--- config.mk ---
export PLATFORM = sky130hd
export DESIGN_NAME = pulse_sync_arbiter_flat
export DESIGN_NICKNAME = d
export VERILOG_FILES = /design/src/rtl/pulse_sync_arbiter_pkg.sv /design/src/rtl/pulse_sync_arbiter_if.sv /design/src/rtl/pulse_sync_arbiter_rr_arbiter.sv /design/src/rtl/pulse_sync_arbiter.sv /design/src/flat_wrapper.sv
export SDC_FILE = /design/constraint.sdc
export NUM_CORES = 1
export LEC_CHECK = 0
export CELL_PAD_IN_SITES_DETAIL_PLACEMENT = 1
export CELL_PAD_IN_SITES_GLOBAL_PLACEMENT = 1
export CORE_UTILIZATION = 40
export CTS_BUF_LIST = sky130_fd_sc_hd__clkbuf_16
export DETAILED_ROUTE_END_ITERATION = 16
export PLACE_DENSITY = 0.79
export SLEW_MARGIN = 30
export SYNTH_ARGS = -nofsm -noshare
export SYNTH_HDL_FRONTEND = slang
export SYNTH_HIERARCHICAL = 1
export SYNTH_SLANG_ARGS = --single-unit
--- constraint.sdc ---
create_clock -name clk_a -period 2.6 [get_ports clk_a]
set_clock_uncertainty 0.15 [all_clocks]
set_input_delay 0.52 -clock clk_a [delete_from_list [all_inputs] [get_ports clk_a]]
set_output_delay 0.52 -clock clk_a [all_outputs]
set_load 0.05 [all_outputs]
--- src/rtl/pulse_sync_arbiter_pkg.sv ---
// psa_pkg: shared types and constants for pulse_sync_arbiter.
//   psa_state_e  : launch FSM states (IDLE, WAIT_HI, WAIT_LO)
//   PSA_MAX_REQ  : largest supported requester count
//   PSA_DROP_CNT_W : width of the optional merged-request counter
//   psa_popcount : number of set bits in a request-sized vector
package psa_pkg;

  localparam int PSA_MAX_REQ    = 16;
  localparam int PSA_DROP_CNT_W = 8;

  typedef enum logic [1:0] {
    IDLE    = 2'd0,
    WAIT_HI = 2'd1,
    WAIT_LO = 2'd2
  } psa_state_e;

  function automatic logic [4:0] psa_popcount(input logic [PSA_MAX_REQ-1:0] vec);
    logic [4:0] cnt;
    cnt = 5'd0;
    for (int i = 0; i < PSA_MAX_REQ; i++) begin
      cnt = cnt + {4'd0, vec[i]};
    end
    return cnt;
  endfunction

endpackage

--- src/rtl/pulse_sync_arbiter_if.sv ---
// pulse_sync_arbiter_if: request/ack and synchronizer handshake bundle.
//   req        : single-cycle request pulses, one bit per requester
//   ack        : single-cycle launch pulse per requester
//   pending    : registered, not-yet-launched requests
//   sync_sig_a : source pulse into the shared handshake synchronizer
//   sync_busy  : synchronizer busy flag (clk_a domain)
//   sync_id    : requester ID qualifying the in-flight pulse
//   drop_cnt   : merged-request counter, only with PSA_DROP_CNT_EN defined
// Modports: master = requester/synchronizer side, slave = arbiter side.
interface pulse_sync_arbiter_if
  import psa_pkg::*;
#(
  parameter int NUM_REQ = 4,
  parameter int ID_W    = $clog2(NUM_REQ)
) ();

  logic [NUM_REQ-1:0] req;
  logic [NUM_REQ-1:0] ack;
  logic [NUM_REQ-1:0] pending;
  logic               sync_sig_a;
  logic               sync_busy;
  logic [ID_W-1:0]    sync_id;
`ifdef PSA_DROP_CNT_EN
  logic [PSA_DROP_CNT_W-1:0] drop_cnt;

  modport master (output req, output sync_busy,
                  input ack, input pending, input sync_sig_a, input sync_id, input drop_cnt);
  modport slave  (input req, input sync_busy,
                  output ack, output pending, output sync_sig_a, output sync_id, output drop_cnt);
`else
  modport master (output req, output sync_busy,
                  input ack, input pending, input sync_sig_a, input sync_id);
  modport slave  (input req, input sync_busy,
                  output ack, output pending, output sync_sig_a, output sync_id);
`endif

endinterface

--- src/rtl/pulse_sync_arbiter_rr_arbiter.sv ---
// rr_arbiter: combinational round-robin winner selection.
//   pending      : candidate requests
//   pointer      : highest-priority index for this pick
//   grant_onehot : one-hot winner
//   grant_id     : winner index
//   grant_valid  : a winner exists
module rr_arbiter #(
  parameter int NUM_REQ = 4,
  parameter int ID_W    = $clog2(NUM_REQ)
) (
  input  logic [NUM_REQ-1:0] pending,
  input  logic [ID_W-1:0]    pointer,
  output logic [NUM_REQ-1:0] grant_onehot,
  output logic [ID_W-1:0]    grant_id,
  output logic               grant_valid
);

  // Search from pointer up to the top, then wrap and search below pointer.
  always_comb begin
    grant_onehot = {NUM_REQ{1'b0}};
    grant_id     = {ID_W{1'b0}};
    grant_valid  = 1'b0;
    for (int i = 0; i < NUM_REQ; i++) begin
      if (!grant_valid && pending[i] && (i >= int'(pointer))) begin
        grant_valid     = 1'b1;
        grant_id        = ID_W'(i);
        grant_onehot[i] = 1'b1;
      end else begin
        grant_valid = grant_valid;
      end
    end
    for (int i = 0; i < NUM_REQ; i++) begin
      if (!grant_valid && pending[i] && (i < int'(pointer))) begin
        grant_valid     = 1'b1;
        grant_id        = ID_W'(i);
        grant_onehot[i] = 1'b1;
      end else begin
        grant_valid = grant_valid;
      end
    end
  end

endmodule

--- src/rtl/pulse_sync_arbiter.sv ---
// pulse_sync_arbiter: collects request pulses from NUM_REQ requesters and
// launches them one at a time through a shared handshake pulse
// synchronizer, round-robin, tagging each launch with sync_id.
//   clk_a   : clock
//   rst_a_n : asynchronous active-low reset
//   bus     : pulse_sync_arbiter_if.slave (req/ack/pending/sync_*)
// Optional feature macro: PSA_DROP_CNT_EN adds bus.drop_cnt, a saturating
// count of requests merged into an already-pending request.
module pulse_sync_arbiter
  import psa_pkg::*;
#(
  parameter int NUM_REQ = 4,
  parameter int ID_W    = $clog2(NUM_REQ)
) (
  input  logic                 clk_a,
  input  logic                 rst_a_n,
  pulse_sync_arbiter_if.slave  bus
);

  psa_state_e         state_r;
  logic [ID_W-1:0]    ptr_r;
  logic [NUM_REQ-1:0] pending_r;
  logic [NUM_REQ-1:0] ack_r;
  logic               sync_sig_r;
  logic [ID_W-1:0]    sync_id_r;

  logic [NUM_REQ-1:0] grant_onehot_s;
  logic [ID_W-1:0]    grant_id_s;
  logic               grant_valid_s;
  logic               launch_s;
  logic [NUM_REQ-1:0] clear_s;
  logic [NUM_REQ-1:0] pending_nxt_s;
  logic [ID_W-1:0]    ptr_nxt_s;

  rr_arbiter #(.NUM_REQ(NUM_REQ), .ID_W(ID_W)) u_rr (
    .pending      (pending_r),
    .pointer      (ptr_r),
    .grant_onehot (grant_onehot_s),
    .grant_id     (grant_id_s),
    .grant_valid  (grant_valid_s)
  );

  // Launch decision, pending update (set wins over clear) and next pointer.
  always_comb begin
    launch_s = (state_r == IDLE) && grant_valid_s && !bus.sync_busy;
    if (launch_s) begin
      clear_s = grant_onehot_s;
    end else begin
      clear_s = {NUM_REQ{1'b0}};
    end
    pending_nxt_s = (pending_r & ~clear_s) | bus.req;
    if (grant_id_s == ID_W'(NUM_REQ - 1)) begin
      ptr_nxt_s = {ID_W{1'b0}};
    end else begin
      ptr_nxt_s = grant_id_s + ID_W'(1);
    end
  end

  // Pending request register.
  always_ff @(posedge clk_a or negedge rst_a_n) begin
    if (!rst_a_n) begin
      pending_r <= {NUM_REQ{1'b0}};
    end else begin
      pending_r <= pending_nxt_s;
    end
  end

  // Launch FSM: pulses sync_sig_a/ack on launch, then follows sync_busy
  // high and back low before returning to IDLE, so IDLE must see a free
  // synchronizer for a full cycle before the next launch.
  always_ff @(posedge clk_a or negedge rst_a_n) begin
    if (!rst_a_n) begin
      state_r    <= IDLE;
      ptr_r      <= {ID_W{1'b0}};
      ack_r      <= {NUM_REQ{1'b0}};
      sync_sig_r <= 1'b0;
      sync_id_r  <= {ID_W{1'b0}};
    end else begin
      case (state_r)
        IDLE: begin
          if (launch_s) begin
            state_r    <= WAIT_HI;
            sync_sig_r <= 1'b1;
            ack_r      <= grant_onehot_s;
            sync_id_r  <= grant_id_s;
            ptr_r      <= ptr_nxt_s;
          end else begin
            sync_sig_r <= 1'b0;
            ack_r      <= {NUM_REQ{1'b0}};
          end
        end
        WAIT_HI: begin
          sync_sig_r <= 1'b0;
          ack_r      <= {NUM_REQ{1'b0}};
          if (bus.sync_busy) begin
            state_r <= WAIT_LO;
          end else begin
            state_r <= WAIT_HI;
          end
        end
        WAIT_LO: begin
          sync_sig_r <= 1'b0;
          ack_r      <= {NUM_REQ{1'b0}};
          if (!bus.sync_busy) begin
            state_r <= IDLE;
          end else begin
            state_r <= WAIT_LO;
          end
        end
        default: begin
          state_r    <= IDLE;
          sync_sig_r <= 1'b0;
          ack_r      <= {NUM_REQ{1'b0}};
        end
      endcase
    end
  end

  assign bus.pending    = pending_r;
  assign bus.ack        = ack_r;
  assign bus.sync_sig_a = sync_sig_r;
  assign bus.sync_id    = sync_id_r;

`ifdef PSA_DROP_CNT_EN
  logic [PSA_DROP_CNT_W-1:0] drop_cnt_r;
  logic [NUM_REQ-1:0]        merged_s;
  logic [PSA_DROP_CNT_W:0]   drop_sum_s;
  logic [PSA_DROP_CNT_W-1:0] drop_nxt_s;

  // A request merges when its bit is already pending and not cleared now.
  always_comb begin
    merged_s   = bus.req & pending_r & ~clear_s;
    drop_sum_s = {1'b0, drop_cnt_r} + {4'd0, psa_popcount(PSA_MAX_REQ'(merged_s))};
    if (drop_sum_s > 9'd255) begin
      drop_nxt_s = 8'd255;
    end else begin
      drop_nxt_s = drop_sum_s[PSA_DROP_CNT_W-1:0];
    end
  end

  // Saturating merged-request counter.
  always_ff @(posedge clk_a or negedge rst_a_n) begin
    if (!rst_a_n) begin
      drop_cnt_r <= 8'd0;
    end else begin
      drop_cnt_r <= drop_nxt_s;
    end
  end

  assign bus.drop_cnt = drop_cnt_r;
`endif

endmodule

--- src/flat_wrapper.sv ---
// flat-port wrapper written by rule: the top's interface ports become plain ports
module pulse_sync_arbiter_flat import psa_pkg::*;
#(
  parameter int NUM_REQ = 4,
  parameter int ID_W    = $clog2(NUM_REQ)
)
  (clk_a, rst_a_n, bus_req, bus_sync_busy, bus_ack, bus_pending, bus_sync_sig_a, bus_sync_id);
  pulse_sync_arbiter_if #(.NUM_REQ(NUM_REQ), .ID_W(ID_W)) bus_i ();
  input  logic clk_a;
  input  logic rst_a_n;
  input wire logic [$bits(bus_i.req)-1:0] bus_req;
  input wire logic [$bits(bus_i.sync_busy)-1:0] bus_sync_busy;
  output wire logic [$bits(bus_i.ack)-1:0] bus_ack;
  output wire logic [$bits(bus_i.pending)-1:0] bus_pending;
  output wire logic [$bits(bus_i.sync_sig_a)-1:0] bus_sync_sig_a;
  output wire logic [$bits(bus_i.sync_id)-1:0] bus_sync_id;
  assign bus_i.req = bus_req;
  assign bus_i.sync_busy = bus_sync_busy;
  assign bus_ack = bus_i.ack;
  assign bus_pending = bus_i.pending;
  assign bus_sync_sig_a = bus_i.sync_sig_a;
  assign bus_sync_id = bus_i.sync_id;
  pulse_sync_arbiter #(.NUM_REQ(NUM_REQ), .ID_W(ID_W)) u_core (.clk_a(clk_a), .rst_a_n(rst_a_n), .bus(bus_i));
endmodule
==> results.json <==
{
  "status": "complete, no violations",
  "clock_latency_ns": 0.24,
  "grt_pass1_vias": 605,
  "port_buffers": 17,
  "vias_per_cell": 5.21,
  "arrival_ns": 1.67,
  "fp-row-count": 15,
  "ys_ff_latch": 15,
  "area_growth_pct": 28.9,
  "crit_fanout": 11,
  "tightest_slew_ns": 0.674,
  "path_buf_inv": 1,
  "grtUsageTotal_pct": 18.5,
  "p_seq_share_pct": 32.9,
  "post_cts_buffers": 0,
  "die_area_sq_um": 2200,
  "cp-end-kind": "output port",
  "rr_startpoint": "u_core/ptr_r[1]",
  "synth_warnings": 6,
  "dpl_cell_area_sq_um": 963,
  "start_util_pct": 44.9,
  "drt-pass1-iter-count": 4,
  "cp.required_ns": 1.93,
  "final_common_cell": "clkdlybuf4s50_1",
  "synth-xor-area-share_pct": 1.08,
  "fillers": 209,
  "setup_viol": 0,
  "hold_start": "u_core/bus.sync_id[0]",
  "ys_seq_area_share_pct": 46.4,
  "p_clk_share_pct": 24.2,
  "drv_cap": 0,
  "ios": 18,
  "reg2reg_slack_ns": 0.54,
  "synthFlopType": "dfrtp_1",
  "synth_top_family_by_area": "simple AND/OR/NAND/NOR gates",
  "htreeDepth": 1,
  "dp_hpwl_um": 1190,
  "wl_per_cell_um": 14.9,
  "relSlewSlack_pct": 54.9,
  "total_power_uw": 1180,
  "core_area_sq_um": 1800,
  "postSynthAreaPerCell_sq_um": 10.6,
  "diodes": 0,
  "finalHoldViolCount": 0,
  "ys_types": 32,
  "drtAntennaViolNets": 0,
  "synth-simple-area-share_pct": 18.6,
  "muxShareOfSynthArea_pct": 7.28,
  "path_cells": "clkdlybuf4s50_1",
  "clock_tree.buffer_depth": 2,
  "die_width_um": 47.0,
  "worst_path_largest_cell_delay_ns": 0.88,
  "critPathSlowestCell": "clkdlybuf4s50_1",
  "fmax_ghz": 0.428,
  "p_leak_uw": 0.000457,
  "grt_pass1_wl_um": 2800,
  "antenna_found_initial": 0,
  "r2r_end": "u_core/ptr_r[1]",
  "period_share_pct": 89.8,
  "grt_max_degree": 16,
  "path_depth": 1,
  "timing.critical_path.from": "u_core/bus.pending[2]",
  "synth_fa_ha_area_share_pct": 1.55,
  "setup.worst_path.end": "bus_pending[2]",
  "grt_remaining_overflow": 0,
  "drtIter0Drc": 5,
  "synth-async-reset-ratio_pct": 100,
  "power_switching_uw": 455,
  "reg2regPathDepth": 5,
  "syn_area_sq_um": 808,
  "rsz0062_at_grt": "false",
  "cts_made_buffers": 3,
  "critPathLaunchType": "flip-flop",
  "setup_tns_ns": 0,
  "finalCriticalPeriod_ns": 2.34,
  "clock_sink_count": 15,
  "synth_edf_count": 0,
  "combPwrFrac_pct": 42.9,
  "critPathTopFamily": "buffers and inverters",
  "clk_pin_slew_ns": 0.04,
  "critical_path_class": "reg -> out",
  "routed_wl_um": 1750,
  "final_net_count": 101,
  "drive_above_1_share_pct": 17.4,
  "cts-root-buf": "clkbuf_16",
  "drv_slew": 0,
  "hold_path.class": "reg -> reg",
  "netlist_instances": 76,
  "synth_compound_area_share_pct": 16.1,
  "die_h_um": 47.0,
  "stdcell_area_sq_um": 1040,
  "cts_hold_buf": 0,
  "place.gp.congestion": 0.705,
  "p_int_uw": 724,
  "drc": 0,
  "ir_drop_uv": 505,
  "mostFrequentLayoutCells": "17 x clkdlybuf4s50_1, 15 x dfrtp_1, 9 x nor2_1",
  "num_vias": 610,
  "synthesis.nets": 84,
  "cts_tree": "yes",
  "p_per_area_nw_per_um2": 1130,
  "cts.repair.resized": 0,
  "p_sw_share_pct": 38.6
}
## per-layer routing
metal  track usage (%)  routed length (um)  share of wire, %
met4              8.57                  12              0.69
met1              23.1                 769                44
met3              3.85                  73               4.2
met5                 0                   0                 0
met2              30.6                 894                51
## worst min path at each step
stage	cells after the start	to	slack, ns
2_1_floorplan	0	u_core/bus.ack[0]	0.07
3_3_place_gp	1	u_core/bus.sync_id[1]	0.34
3_5_place_dp	1	u_core/bus.sync_id[0]	0.35
4_1_cts	1	u_core/bus.sync_id[0]	0.36
5_1_grt	1	u_core/bus.sync_id[1]	0.39
6_report	1	u_core/bus.sync_id[0]	0.36
## power by group through the flow
stage	clock network (uW)	registers, uW	logic [uW]
global placement	0	386	479
CTS	294	386	507
global route	302	398	543
detailed placement	0	389	498
finish	286	388	506
floorplan	0	461	313
## per-stage QoR
stage / util, % / worst slack [ns] / hold WS (ns) / std cells
after floorplan: - / 0.518 / 0.0744 / 76
after global placement: 53.5 / 0.381 / 0.343 / 113
after detailed placement: 53.5 / 0.277 / 0.354 / 113
after CTS: 57.8 / 0.272 / 0.363 / 117
after global routing: 57.8 / 0.233 / 0.386 / 117
final: 57.8 / 0.265 / 0.359 / 117
## synth_stat cells, types with 2 or more instances
cell type	number	share of area, %
and2_2	5	4.6
nand2_1	3	1.4
nor2_1	9	4.2
o21a_1	2	1.9
nor2b_1	2	1.5
a21oi_1	3	1.9
mux2_2	3	4.2
inv_1	5	2.3
dfrtp_1	15	46
a31oi_1	4	3.1
buf_6	3	4.2
buf_4	2	1.9
## area by class of cell
type | instances | area, sq um | share of cell area, %
multi-input cells | 50 | 360 | 34.6
clock inverters | 1 | 3.75 | 0.360
well taps | 25 | 31.3 | 3.00
inverters | 5 | 18.8 | 1.80
clock buffers | 3 | 75.1 | 7.20
repair buffers | 18 | 178 | 17.0
flip-flops and latches | 15 | 375 | 36.0
## logic make-up after synthesis
logic type	count (synthesis)
simple gates	25
compound gates	18
flops	15
buf+inv	11
mux	5
xor+xnor	1
fa+ha+maj	1
## registers in the layout (all words and copies together) (netlist names)
signal and count:
u_core/bus.ack 4, u_core/bus.pending 4, u_core/bus.sync_id 2, u_core/ptr_r 2, u_core/state_r 2, u_core/bus.sync_sig_a 1
Note: power is estimated with default switching activity, not from simulation.
